## config.mk

```make
export PLATFORM = sky130hd
export DESIGN_NAME = serial_chunk_adder
export DESIGN_NICKNAME = d
export VERILOG_FILES = /design/src/rtl/serial_chunk_adder.sv
export SDC_FILE = /design/constraint.sdc
export NUM_CORES = 1
export LEC_CHECK = 0
export ABC_AREA = 1
export CAP_MARGIN = 20
export CELL_PAD_IN_SITES_DETAIL_PLACEMENT = 1
export CELL_PAD_IN_SITES_GLOBAL_PLACEMENT = 1
export CORE_MARGIN = 10
export CORE_UTILIZATION = 33
export DETAILED_ROUTE_END_ITERATION = 10
export HOLD_SLACK_MARGIN = 0.15
export PLACE_DENSITY = 0.73
export SYNTH_ARGS = -nofsm -noshare
export SYNTH_HDL_FRONTEND = slang
export SYNTH_SLANG_ARGS = --single-unit
```

## constraint.sdc

```tcl
create_clock -name clk -period 2 [get_ports clk]
set_clock_uncertainty 0.2 [all_clocks]
set_input_delay 0.3 -clock clk [delete_from_list [all_inputs] [get_ports clk]]
set_output_delay 0.3 -clock clk [all_outputs]
set_load 0.02 [all_outputs]
```

## src/rtl/serial_chunk_adder.sv

```systemverilog
// Multi-cycle adder/subtractor: one CHUNK-bit slice per clock, LSB chunk first.
// Results are offered on a valid/ready handshake and held until taken.
module serial_chunk_adder #(
  parameter int WIDTH = 8,
  parameter int CHUNK = 1
) (
  input  logic             clk,
  input  logic             rst_n,
  input  logic             in_valid,
  output logic             in_ready,
  input  logic [WIDTH-1:0] a,
  input  logic [WIDTH-1:0] b,
  input  logic             carryin,
  input  logic             sub,
  output logic             out_valid,
  input  logic             out_ready,
  output logic [WIDTH-1:0] sum,
  output logic             carryout,
  output logic             overflow
);

  localparam int N  = WIDTH / CHUNK;
  localparam int IW = (N > 1) ? $clog2(N) : 1;
  localparam logic [IW-1:0] LAST = IW'(N - 1);

  typedef enum logic [1:0] {IDLE, RUN, DONE} state_t;

  state_t           state_q, state_d;
  logic [WIDTH-1:0] a_q, b_q, sum_q, sum_d;
  logic             c_q, sub_q, co_q, ovf_q;
  logic [IW-1:0]    idx_q;
  logic [CHUNK-1:0] a_ch, b_ch, s_ch;
  logic             c_next;
  logic             accept, last;

  always_ff @(posedge clk or negedge rst_n) begin
    if (!rst_n) state_q <= IDLE;
    else        state_q <= state_d;
  end

  always_comb begin
    state_d = state_q;
    accept  = 1'b0;
    last    = 1'b0;
    case (state_q)
      IDLE: begin
        accept = in_valid;
        if (in_valid) state_d = RUN;
      end
      RUN: begin
        last = (idx_q == LAST);
        if (idx_q == LAST) state_d = DONE;
      end
      DONE: begin
        if (out_ready) state_d = IDLE;
      end
      default: state_d = IDLE;
    endcase
  end

  // Shifts stand in for variable part-selects; sum is cleared on accept, so
  // OR-ing the new chunk into place is equivalent to writing that slice.
  always_comb begin
    a_ch = CHUNK'(a_q >> (int'(idx_q) * CHUNK));
    b_ch = CHUNK'(b_q >> (int'(idx_q) * CHUNK));
    {c_next, s_ch} = {1'b0, a_ch} + {1'b0, b_ch} + {{CHUNK{1'b0}}, c_q};
    sum_d = sum_q | (WIDTH'(s_ch) << (int'(idx_q) * CHUNK));
  end

  always_ff @(posedge clk or negedge rst_n) begin
    if (!rst_n) begin
      a_q   <= '0;
      b_q   <= '0;
      sum_q <= '0;
      c_q   <= 1'b0;
      sub_q <= 1'b0;
      co_q  <= 1'b0;
      ovf_q <= 1'b0;
      idx_q <= '0;
    end else begin
      if (accept) begin
        a_q   <= a;
        b_q   <= sub ? ~b : b;
        c_q   <= carryin ^ sub;
        sub_q <= sub;
        sum_q <= '0;
        idx_q <= '0;
      end else if (state_q == RUN) begin
        sum_q <= sum_d;
        c_q   <= c_next;
        idx_q <= idx_q + 1'b1;
        if (last) begin
          co_q  <= sub_q ^ c_next;
          ovf_q <= (a_q[WIDTH-1] == b_q[WIDTH-1]) && (sum_d[WIDTH-1] != a_q[WIDTH-1]);
        end
      end
    end
  end

  assign in_ready  = (state_q == IDLE);
  assign out_valid = (state_q == DONE);
  assign sum       = sum_q;
  assign carryout  = co_q;
  assign overflow  = ovf_q;

endmodule
```

=== Yosys cells after proc, flatten, opt, wreduce, memory -nomap -nowiden ===
Index checks and enable logic that the tools add are counted.

* Bits in registers: 33
* Input port bits: 22
* Output and inout bits: 12
* Logic and storage cells: 46

* Add/sub/neg operators: 3
* Equal/unequal tests: 8
* Shift-type cells: 3
* Mux-type cells: 13
* Bitwise logic cells: 5
* Reduce and logical (&&, ||, !) cells: 5

{| class="wikitable"
|+ Operators by type and width
! operator !! count
|-
| 2-to-1 mux 8 bit || 3
|-
| right shift 8 x 3 -> 1 bit || 2
|-
| inverter 8 bit || 1
|-
| bitwise OR 8 bit || 1
|-
| left shift 1 x 3 -> 8 bit || 1
|-
| 2-to-1 mux 2 bit || 3
|-
| 2-to-1 mux 3 bit || 2
|-
| case mux 2 bit (3 select lines) || 1
|-
| AND reduction 3 bit || 2
|-
| 2-to-1 mux 1 bit || 4
|-
| != test 2 bit (second input constant) || 2
|-
| adder 3 x 1 -> 3 bit (second input constant) || 1
|-
| == test 3 bit (second input constant) || 1
|-
| adder 1 x 1 -> 2 bit || 1
|-
| adder 2 x 1 -> 2 bit || 1
|-
| == test 2 x 1 -> 1 bit (second input constant) || 1
|-
| == test 2 bit (second input constant) || 1
|-
| logical NOT 2 bit || 1
|-
| != test 2 x 1 -> 1 bit (second input constant) || 1
|-
| nonzero test 2 bit || 1
|-
| XOR 1 bit || 2
|-
| == test 1 bit || 1
|-
| logical AND 1 bit || 1
|-
| != test 1 bit || 1
|-
| inverter 1 bit || 1
|}

=== Depth between registers and ports, before layout ===
* Depth in word-level cells: 7
* Mapped depth: 13
* Depth with buffers taken out: 13

=== Least setup slack after synthesis ===
OpenSTA, ideal clock, no wires.

* Path type: flip-flop to flip-flop
* Start point: register idx_q[0]
* End point: register ovf_q (netlist: overflow)
* Setup time: 65 ps
* Arrival: 1868 ps
* Required time: 1735 ps
* Setup slack: -133 ps
* Stages on the path, launching flop included: 13
* Path buffers: 1
* Clock period less this slack: 2133 ps
* Path through: dfrtp_1 -> buf_4 -> o21ai_0 -> o21ai_0 -> nand2_1 -> nand2_1 -> fa_1 -> nand4_1 -> nand2_1 -> nand2_1 -> nand2_1 -> nand2_1 -> nand2_1

* Word-level cells in the longest chain between the ends: 7
* Elaborated cells between the ends (all ways): 11
* Those cells by class: add/sub: 2; eq/ne: 2; shift: 3; mux: 1; bitwise: 1; reduce/logical: 2

{| class="wikitable"
|+ Ends and longest elaborated chain
! what !! RTL line !! RTL
|-
| from (decl) || 31 || <nowiki>logic [IW-1:0] idx_q;</nowiki>
|-
| from (signal assigned) || 91 || <nowiki>idx_q <= idx_q + 1'b1;</nowiki>
|-
| right shift 8 x 3 -> 1 bit, on equally long branches || 64, 65 ||
|-
| adder 1 x 1 -> 2 bit || 66 || <nowiki>{c_next, s_ch} = {1'b0, a_ch} + {1'b0, b_ch} + {{CHUNK{1'b0}}, c_q};</nowiki>
|-
| adder 2 x 1 -> 2 bit || 66 ||
|-
| left shift 1 x 3 -> 8 bit || 67 || <nowiki>sum_d = sum_q | (WIDTH'(s_ch) << (int'(idx_q) * CHUNK));</nowiki>
|-
| bitwise OR 8 bit || 67 ||
|-
| != test 1 bit || 94 || <nowiki>ovf_q <= (a_q[WIDTH-1] == b_q[WIDTH-1]) && (sum_d[WIDTH-1] != a_q[WIDTH-1]);</nowiki>
|-
| logical AND 1 bit || 94 ||
|-
| to (signal assigned) || 94 ||
|-
| to (decl) || 30 || <nowiki>logic c_q, sub_q, co_q, ovf_q;</nowiki>
|}

Parallel ways exist; a longest one is shown, timed or not.
A chain may end at the register's enable or synchronous reset.

=== Worst setup path in the final report ===
Same ends and word-level chain as after synthesis.

==> impl_metrics.py <==
metrics = {
    "timing": {
        "fin_crit_ps": 2250,
        "drv_slew": 0,
        "tns_ps": -1780,
        "setup_viol": 11,
        "hold_viol_final": 0,
        "setup_ws_ps": -246,
        "worst_pin_slew_ps": 432,
        "relSlewSlack": 0.712,
        "period_share": 1.12,
        "rsz0062_at_grt": "yes",
        "whs_ps": 214,
        "max_freq_mhz": 445,
    },
    "status": {
        "outcome": "complete, but fails checks",
        "violations": "negative setup slack",
    },
    "clock_tree": {
        "root_buffer": "clkbuf_8",
        "cts_buffers": 5,
        "clock_path_buffers": 2,
        "cts.clk_slew.worst_paths_ps": 80,
        "clock-sinks": 33,
        "insertion_delay_ps": 290,
        "cts_tree": "done",
        "htreeDepth": 2,
    },
    "floorplanning": {
        "coreArea_mm2": 0.00472,
        "start_util": 0.340,
        "boundaryPins": 34,
        "fp.dieH_um": 89.7,
        "core.rowCount": 25,
        "dieArea_mm2": 0.00805,
        "die_w_um": 89.7,
    },
    "setup_path": {
        "cp_data_arrival_time_ps": 2280,
        "cp-end-kind": "flop",
        "cp_max_fo": 5,
        "worst_ep_required_time_ps": 2030,
        "crit_end": "overflow",
        "rr_worst_depth": 13,
        "worstSetupPathType": "reg -> reg",
        "crit_start": "idx_q[0]",
        "r2r_end": "overflow",
        "r2r_start": "idx_q[0]",
        "startpoint_type": "flop",
        "r2r_slack_ps": -250,
    },
    "power_and_ir_drop": {
        "vdd_drop_max_mv": 0.580,
        "p_int_mw": 2.17,
        "leakage_nw": 1.08,
        "switchingPower_mw": 1.66,
        "power_frac_clock": 0.125,
        "seqPwrFrac": 0.316,
        "switching_share": 0.434,
        "powerDensity_mw_per_mm2": 1670,
        "pwr-share-comb": 0.559,
    },
    "synth": {
        "synth.avg_cell_area_um2": 8.40,
        "synthesis.nets": 216,
        "synth_warnings": 0,
        "synth_cells": 191,
        "synthFlopType": "dfrtp_1",
        "yosys_register_bits": 33,
        "synth-edff-count": 0,
        "netlist-cell-type-count": 22,
        "synth-seq-area-share": 0.514,
        "ys_async_sr_fraction": 1.00,
        "syn-cell-area_mm2": 0.00161,
    },
    "cells_and_area": {
        "drive_above_1_share": 0.226,
        "fillers": 560,
        "areaGrowthSynthToFinish_pct": 42.9,
        "multi_input_area_um2": 754,
        "seq_area_um2": 828,
        "antenna_cells": 0,
        "nets": 267,
    },
    "global_route": {
        "grt_max_degree": 34,
        "grt_usage": 0.113,
        "grt_pass1_wl_mm": 7.60,
        "grt_pass1_vias": 1611,
        "grt_overflow": 0,
        "grt_antenna_before_repair": 0,
    },
    "flow_run": {
        "drv_cap": 0,
    },
    "drt": {
        "wl_per_cell_um": 14.7,
        "drc_errors": 0,
        "num_vias": 1441,
        "avgViaCountPerCell": 4.65,
        "wirelength_mm": 4.56,
        "ant_nets": 0,
        "firstDrtPassIters": 4,
        "dr.first_iter.drc_count": 66,
    },
    "place": {
        "io_buffers": 33,
        "gp_congestion": 0.801,
        "post-dp-hpwl_mm": 3.18,
        "dp_slack_ps": -209,
    },
    "worst_hold_path": {
        "min_path_type": "in -> async",
    },
}
[critical path, cell delays in order, from the launching register on]
cell	delay, ps
dfrtp_2	460
nor2_1	170
nor2_2	40
o21ai_0	80
o21ai_1	100
nand2_1	100
nand2_2	80
fa_1	520
nand4_1	130
nand2_1	130
nand2_1	60
nand2_1	50
nand2_1	50
nand2_1	50
[sequential cells by signal, indices dropped and copies added, names as in the netlist]
name,count
sum,8
state_q,2
carryout,1
idx_q,3
b_q,8
sub_q,1
overflow,1
a_q,8
c_q,1
[power by group through the flow]
stage / sequential, mW / combinational [mW] / clock [mW]
3_3_place_gp: 1.19 / 1.66 / 0
5_1_grt: 1.25 / 2.39 / 0.519
4_1_cts: 1.21 / 1.93 / 0.494
6_report: 1.21 / 2.14 / 0.479
2_1_floorplan: 1.21 / 1.02 / 0
3_5_place_dp: 1.20 / 1.73 / 0
[metrics by stage]
stage / utilization / cell area (µm²) / std cells / power (mW)
3_5_place_dp: 0.435 / 2060 / 296 / 2.93
3_3_place_gp: 0.435 / 2060 / 296 / 2.84
6_report: 0.486 / 2290 / 310 / 3.83
2_1_floorplan: - / 1610 / 191 / 2.23
5_1_grt: 0.486 / 2290 / 310 / 4.16
4_1_cts: 0.470 / 2220 / 307 / 3.64
[cells in the final DEF, fill, tap and decap left out, types with 3 or more instances in the layout]
cell	netlist	layout
inv_1	8	7
buf_4	2	12
nand3_1	11	4
clkdlybuf4s50_1	0	32
xnor2_1	9	8
nand2_1	72	67
o21ai_1	8	18
nor2_2	2	5
nor2_1	9	6
nand2_2	1	5
o21ai_0	19	7
nand3_2	0	7
buf_6	2	5
dfrtp_1	33	31
clkbuf_8	0	5
o21ai_2	1	3
inv_2	3	3
[cells by family (layout without fill, tap and decap cells)]
kind of cell / after synthesis / in the layout / share of synthesized area
AO/OA/AOI/OAI: 29 / 29 / 0.0943
flip-flops: 33 / 33 / 0.514
adder cells (fa/ha/maj): 3 / 3 / 0.0281
XOR/XNOR: 10 / 10 / 0.0546
buffers and inverters: 19 / 71 / 0.0624
AND/OR/NAND/NOR: 97 / 97 / 0.246
[worst min path at each step]
stage                        start       end  slack [ps]  cells past startpoint
after floorplan              rst_n    a_q[0]        -200                      0
after global placement    overflow  overflow         270                      2
after detailed placement    a_q[2]    a_q[2]         270                      2
after CTS                    rst_n  overflow         240                      2
after global routing         rst_n    a_q[4]         270                      2
final                        rst_n    a_q[4]         210                      2
[cells in the mapped netlist (2+ instances only)]
library cell | instances | area, µm²
nand2_1 | 72 | 270
dfrtp_1 | 33 | 826
o21ai_0 | 19 | 95.1
nand3_1 | 11 | 55.1
nor2_1 | 9 | 33.8
xnor2_1 | 9 | 78.8
inv_1 | 8 | 30.0
o21ai_1 | 8 | 40.0
buf_2 | 3 | 15.0
inv_2 | 3 | 11.3
buf_4 | 2 | 15.0
buf_6 | 2 | 22.5
ha_1 | 2 | 25.0
nor2_2 | 2 | 12.5
[area by class of cell]
cell class / count / share of cell area
flip-flops and latches: 33 / 0.361
clock buffers: 6 / 0.0316
inverters: 12 / 0.0218
clock inverters: 2 / 0.00436
well taps: 67 / 0.0365
repair buffers: 51 / 0.216
multi-input cells: 139 / 0.329
[routing by layer]
layer  global-route usage  vias to the layer above  part of all wire  wire length, µm
met4               0.0512                        0             0.027              121
met5                    0                        -                 0                0
met2                0.194                       29              0.51             2310
li1                     -                      708                 -                -
met3               0.0316                        9             0.035              159
met1                0.128                      695              0.43             1970
[what timing repair did]
action | 4_1_cts | 5_1_grt
buffers inserted | 3 | 3
cloned | 0 | 0
gates resized for setup | 26 | 12
hold buffers | 0 | 0
endpoints found under the setup margin | 12 | 11
pin swaps | 15 | 10
No activity file was read; power rests on OpenSTA's default activity.
